$ cat src/rtl/cpu_pkg.sv
// rtl/cpu_pkg.sv - shared encodings for the fetch stage
package cpu_pkg;

  typedef enum logic [1:0] {
    NPC_SEQ = 2'b00,
    NPC_BR  = 2'b01,
    NPC_J   = 2'b10,
    NPC_JR  = 2'b11
  } npc_sel_e;

  typedef enum logic [1:0] {
    ST_IDLE = 2'b00,
    ST_REQ  = 2'b01,
    ST_HOLD = 2'b10
  } fetch_state_e;

  localparam logic [31:0] NOP_WORD = 32'h0000_0000;

endpackage

$ cat src/rtl/npc_calc.sv
// rtl/npc_calc.sv - combinational redirect target computation and JR misalign detect
module npc_calc
  import cpu_pkg::*;
#(
  parameter int ADDR_W = 32
) (
  input  logic [1:0]        sel_i,
  input  logic [ADDR_W-1:0] base_i,
  input  logic [31:0]       imm_i,
  input  logic [25:0]       t26_i,
  input  logic [ADDR_W-1:0] reg_i,
  output logic [ADDR_W-1:0] target_o,
  output logic              misalign_o
);

  logic [ADDR_W-1:0] seq_pc;
  logic [ADDR_W-1:0] imm_ext;
  logic [ADDR_W-1:0] jmp_pc;

  assign seq_pc  = base_i + ADDR_W'(4);
  assign imm_ext = ADDR_W'($signed(imm_i));

  // J keeps the upper region bits of base+4 above the 28-bit jump window
  generate
    if (ADDR_W > 28) begin : g_region
      assign jmp_pc = {seq_pc[ADDR_W-1:28], t26_i, 2'b00};
    end else begin : g_flat
      assign jmp_pc = {t26_i, 2'b00};
    end
  endgenerate

  always_comb begin
    target_o   = seq_pc;
    misalign_o = 1'b0;
    case (npc_sel_e'(sel_i))
      NPC_SEQ: target_o = seq_pc;
      NPC_BR:  target_o = seq_pc + (imm_ext << 2);
      NPC_J:   target_o = jmp_pc;
      NPC_JR: begin
        target_o   = {reg_i[ADDR_W-1:2], 2'b00};
        misalign_o = |reg_i[1:0];
      end
      default: target_o = seq_pc;
    endcase
  end

endmodule

$ cat src/rtl/fetch_unit.sv
// rtl/fetch_unit.sv - PC register, req/ack instruction fetch and one-entry decode buffer
module fetch_unit
  import cpu_pkg::*;
#(
  parameter int                ADDR_W   = 32,
  parameter logic [ADDR_W-1:0] RESET_PC = '0
) (
  input  logic              clk,
  input  logic              rst,
  output logic              imem_req,
  output logic [ADDR_W-1:0] imem_addr,
  input  logic              imem_ack,
  input  logic [31:0]       imem_rdata,
  output logic [31:0]       instr,
  output logic [ADDR_W-1:0] instr_pc,
  output logic              instr_valid,
  input  logic              instr_ready,
  input  logic              redirect_valid,
  input  logic [1:0]        redirect_sel,
  input  logic [ADDR_W-1:0] redirect_base,
  input  logic [31:0]       redirect_imm,
  input  logic [25:0]       redirect_t26,
  input  logic [ADDR_W-1:0] redirect_reg,
  output logic              fetch_misalign
);

  fetch_state_e      state_q;
  logic [ADDR_W-1:0] pc_q;
  logic [ADDR_W-1:0] addr_q;
  logic [31:0]       instr_q;
  logic [ADDR_W-1:0] instr_pc_q;
  logic              drop_q;
  logic              misalign_q;
  logic [ADDR_W-1:0] target;
  logic              tgt_misalign;

  npc_calc #(.ADDR_W(ADDR_W)) u_npc_calc (
    .sel_i      (redirect_sel),
    .base_i     (redirect_base),
    .imm_i      (redirect_imm),
    .t26_i      (redirect_t26),
    .reg_i      (redirect_reg),
    .target_o   (target),
    .misalign_o (tgt_misalign)
  );

  // addr_q is separate from pc_q so an in-flight request keeps its address after a redirect
  always_ff @(posedge clk) begin
    if (rst) begin
      state_q    <= ST_IDLE;
      pc_q       <= RESET_PC;
      addr_q     <= RESET_PC;
      instr_q    <= NOP_WORD;
      instr_pc_q <= '0;
      drop_q     <= 1'b0;
      misalign_q <= 1'b0;
    end else begin
      misalign_q <= redirect_valid && tgt_misalign;
      case (state_q)
        ST_IDLE: begin
          state_q <= ST_REQ;
          if (redirect_valid) begin
            pc_q   <= target;
            addr_q <= target;
          end else begin
            addr_q <= pc_q;
          end
        end
        ST_REQ: begin
          if (redirect_valid) begin
            pc_q <= target;
            if (imem_ack) begin
              addr_q <= target;
              drop_q <= 1'b0;
            end else begin
              drop_q <= 1'b1;
            end
          end else if (imem_ack) begin
            if (drop_q) begin
              drop_q <= 1'b0;
              addr_q <= pc_q;
            end else begin
              instr_q    <= imem_rdata;
              instr_pc_q <= pc_q;
              pc_q       <= pc_q + ADDR_W'(4);
              state_q    <= ST_HOLD;
            end
          end
        end
        ST_HOLD: begin
          if (redirect_valid) begin
            pc_q    <= target;
            addr_q  <= target;
            state_q <= ST_REQ;
          end else if (instr_ready) begin
            addr_q  <= pc_q;
            state_q <= ST_REQ;
          end
        end
        default: state_q <= ST_IDLE;
      endcase
    end
  end

  assign imem_req       = (state_q == ST_REQ);
  assign imem_addr      = addr_q;
  assign instr          = instr_q;
  assign instr_pc       = instr_pc_q;
  assign instr_valid    = (state_q == ST_HOLD) && !redirect_valid;
  assign fetch_misalign = misalign_q;

endmodule

$ cat config.mk
export PLATFORM = sky130hd
export DESIGN_NAME = fetch_unit
export DESIGN_NICKNAME = d
export VERILOG_FILES = /design/src/rtl/cpu_pkg.sv /design/src/rtl/npc_calc.sv /design/src/rtl/fetch_unit.sv
export SDC_FILE = /design/constraint.sdc
export NUM_CORES = 1
export LEC_CHECK = 0
export ABC_AREA = 1
export BUFFER_PORTS_ARGS = -buffer_cell sky130_fd_sc_hd__buf_4
export CAP_MARGIN = 40
export CELL_PAD_IN_SITES_DETAIL_PLACEMENT = 0
export CELL_PAD_IN_SITES_GLOBAL_PLACEMENT = 1
export CORE_UTILIZATION = 40
export DETAILED_ROUTE_END_ITERATION = 6
export GPL_ROUTABILITY_DRIVEN = 0
export PLACE_DENSITY_LB_ADDON = 0.1
export SLEW_MARGIN = 20
export SYNTH_ARGS = -nofsm -noshare
export SYNTH_HDL_FRONTEND = slang
export SYNTH_SLANG_ARGS = --single-unit
$ cat constraint.sdc
create_clock -name clk -period 7.3 [get_ports clk]
set_input_delay 0.365 -clock clk [delete_from_list [all_inputs] [get_ports clk]]
set_output_delay 0.365 -clock clk [all_outputs]
set_load 0.005 [all_outputs]
==> impl_results.md <==
- I/O Pins: 260
- Antenna violations before repair: 0
- CP max stage cell: o21ai_0
- Top cell type's share of synthesized area: 26.6%
- Slew Limit Fails: 0
- Post-synthesis sequential area ratio: 26.6%
- Setup CP Type: in2reg
- Max Freq: 295 MHz
- Post-Syn Area: 9940 µm²
- Seq cells post-synth: 132
- Htree depth: 4
- Combinational power share: 27.9%
- Multi-input logic area: 6220 µm²
- Avg WL per Cell: 17.9 µm
- Setup ws final: 3.91 ns
- Clk_lat worst skew: 0.42 ns
- Clk buf depth: 2
- ANT cells: 0
- Min-Delay Path Class: in2reg
- Arrival time at the worst endpoint: 3.74 ns
- Sequential share of power: 35.7%
- Switching share of total power: 34.7%
- CTS buffer count: 17
- Routed vias/inst: 5.28
- Sink Count: 132
- Vias in the first global route: 10.7k
- Die height: 160 µm
- Area leader, netlist: dfxtp_1
- Drt drc: 2
- Die width: 160 µm
- # port buffers: 257
- FF/Latch Area: 2640 µm²
- Total routing usage reported by global routing: 30.3%
- CP cell instances: buf_4 > inv_2 > nor2_4 > nand2_4 > nor2_4 > inv_2 > o21ai_0 > nand2_1 > ha_1 > nand2_1 > nand2_1 > a21oi_1 > nand3_1 > nand2_1 > nand2_1 > nand2_1 > nand3_1 > a21oi_1 > nor2_1 > nor2_1
- # hold bufs at CTS: 0
- Fin crit period: 3.39 ns
- Highest fanout seen on the critical path: 4
- Ys Warns: 0
- Layout area overhead: 27.2%
- Synth cell count leaders: 344 x nand2_1, 194 x nor2_1, 191 x inv_1, 172 x a21oi_1, 171 x o21ai_0
- Crit. End Element: register
- Total of max-cap violations: 0
- Worst Max-Slew Pin Slew: 0.809 ns
- Avg Cell Area, Syn: 6.15 µm²
- Setup TNS: 0 ns
- Total Wirelength: 38800 µm
- Setup repair bufs after CTS: 0
- First-pass GRT wire length: 60400 µm
- Antenna Violating Nets Remaining: 0
- Dpl ws: 3.68 ns
- Slew headroom: 46.0%
- CP Data Required Time: 7.65 ns
- Global route total overflow: 0
- NumNets Final: 2037
- Power Dens Cells: 184 nW/µm²
- Std cell rows: 57
- CP delay by family, top: simple AND/OR/NAND/NOR gates
- Drt first pass iters: 7
- Yosys cell types: 54
- Skew final: 0.0127 ns
- Violated checks: design-rule violations
- Internal power: 0.00152 W
- Final setup fails: 0
- Dominant synthesized flop cell: dfxtp_1
- Fillers: 2538
- Clk network pwr share: 36.3%
- Largest stage delay on the critical path: 0.49 ns
- Final worst hold slack: 0.164 ns
- DR vias: 11.5k
- Initial Utilization: 40.9%
- Detailed placer's ending HPWL: 30500 µm
- Worst-path clk slew: 0.07 ns
- Final core utilization: 52.0%
- Worst-case vdd ir drop: 0.143 mV
- Top cells by area, synth: dfxtp_1 27%, nand2_1 13%, a21oi_1 8.7%, o21ai_0 8.6%, nor2_1 7.3%
- Initial drt markers: 967
- Asr flop ratio synth: 0%
- Hold Vio Cnt, Final: 0
- Die area: 25500 µm²
- CTS tree: yes
- Period utilization: 46.4%
- Worst Path Buf+Inv: 3
- Static Leak: 6.10 nW
- Cell with the most instances after synthesis: nand2_1
- Largest net degree at the start of global routing: 82
- Post-synthesis cell count: 1615
- Status: complete, but fails checks
- Share of cells above drive strength 1: 20.4%
- Gates resized, CTS repair: 0
- Synth Net Count: 1817
- Core Area: 24300 µm²
- CTS root buffer: clkbuf_16
- Cell mode on critical path: nand2_1
- Worst setup SP type: input port
- RSZ-0062 raised after global routing: false
- Psw: 0.000809 W
- EDFF count, synth: 0
metrics by stage:
step,power [W],instance area [µm²],std cells
after global routing,0.00245,12600,2172
after CTS,0.00234,12600,2172
final,0.00233,12600,2172
after global placement,0.00148,12000,2139
after detailed placement,0.00149,12100,2140
after floorplan,0.00120,9940,1615
final timing paths:
check,to,depth (start not counted),startpoint,slack [ns]
min reg2reg,instr[22],2,instr[22],0.51
min,instr[31],3,imem_rdata[31],0.16
max,pc_q[30],20,redirect_base[2],3.91
max reg2reg,instr_pc[11],7,state_q[0],4.76
cell type report:
class                           instances  share of cell area (%)
Clock buffer                           18                    3.48
Clock inverter                         14                    1.12
Multi-Input combinational cell       1213                    49.2
Tap cell                              324                    3.21
Timing Repair Buffer                  265                    15.9
Sequential cell                       132                    20.9
Inverter                              206                    6.18
worst register-to-register path, stage by stage, from the launching register on:
cell,delay [ns]
dfxtp_1,0.38
inv_4,0.14
nor2_4,0.25
nand3_1,0.19
nor2_4,0.62
buf_4,0.54
o21ai_0,0.22
a21oi_1,0.14
registers in the layout, summed over array words and instances, names as in the netlist:
signal          flops
drop_q              1
fetch_misalign      1
imem_addr          32
instr              32
instr_pc           32
pc_q               32
state_q             2
logic make-up after synthesis:
kind of cell	after synthesis	share of synthesized area (%)
xor+xnor	26	2.29
flops	132	26.6
buf+inv	270	10.9
compound gates	407	22.1
simple gates	739	32.9
fa+ha+maj	41	5.24
metal layers:
layer / up-vias / routed length (µm) / global-route usage (%) / share of wire (%)
li1: 5747 / - / - / -
met1: 5278 / 17200 / 40.6 / 44
met2: 399 / 18000 / 49.3 / 46
met3: 50 / 2500 / 5.12 / 6.4
met4: 0 / 1100 / 9.48 / 2.8
met5: - / 0 / 0 / 0
power by group through the flow:
stage	sequential (W)	clock, W	combinational, W
after global placement	0.000845	0	0.000634
after detailed placement	0.000846	0	0.000641
after floorplan	0.000837	0	0.000362
after global routing	0.000840	0.000894	0.000717
after CTS	0.000831	0.000859	0.000645
final	0.000833	0.000847	0.000650
cell usage in the layout, fill, tap and decap left out, drive strengths merged, types with 6 or more instances in the layout:
cell / synthesis / routed
clkbuf: 38 / 18
nor2: 224 / 224
a221oi: 10 / 10
inv: 206 / 212
a31oi: 17 / 17
a21oi: 177 / 177
nand4: 26 / 26
nand2: 359 / 359
buf: 26 / 265
nor3: 19 / 19
xor2: 18 / 18
o21bai: 9 / 9
and2: 6 / 6
dfxtp: 132 / 132
o21ai: 176 / 176
xnor2: 8 / 8
nand3: 92 / 92
ha: 40 / 40
Power figures use the tool's default switching activity.
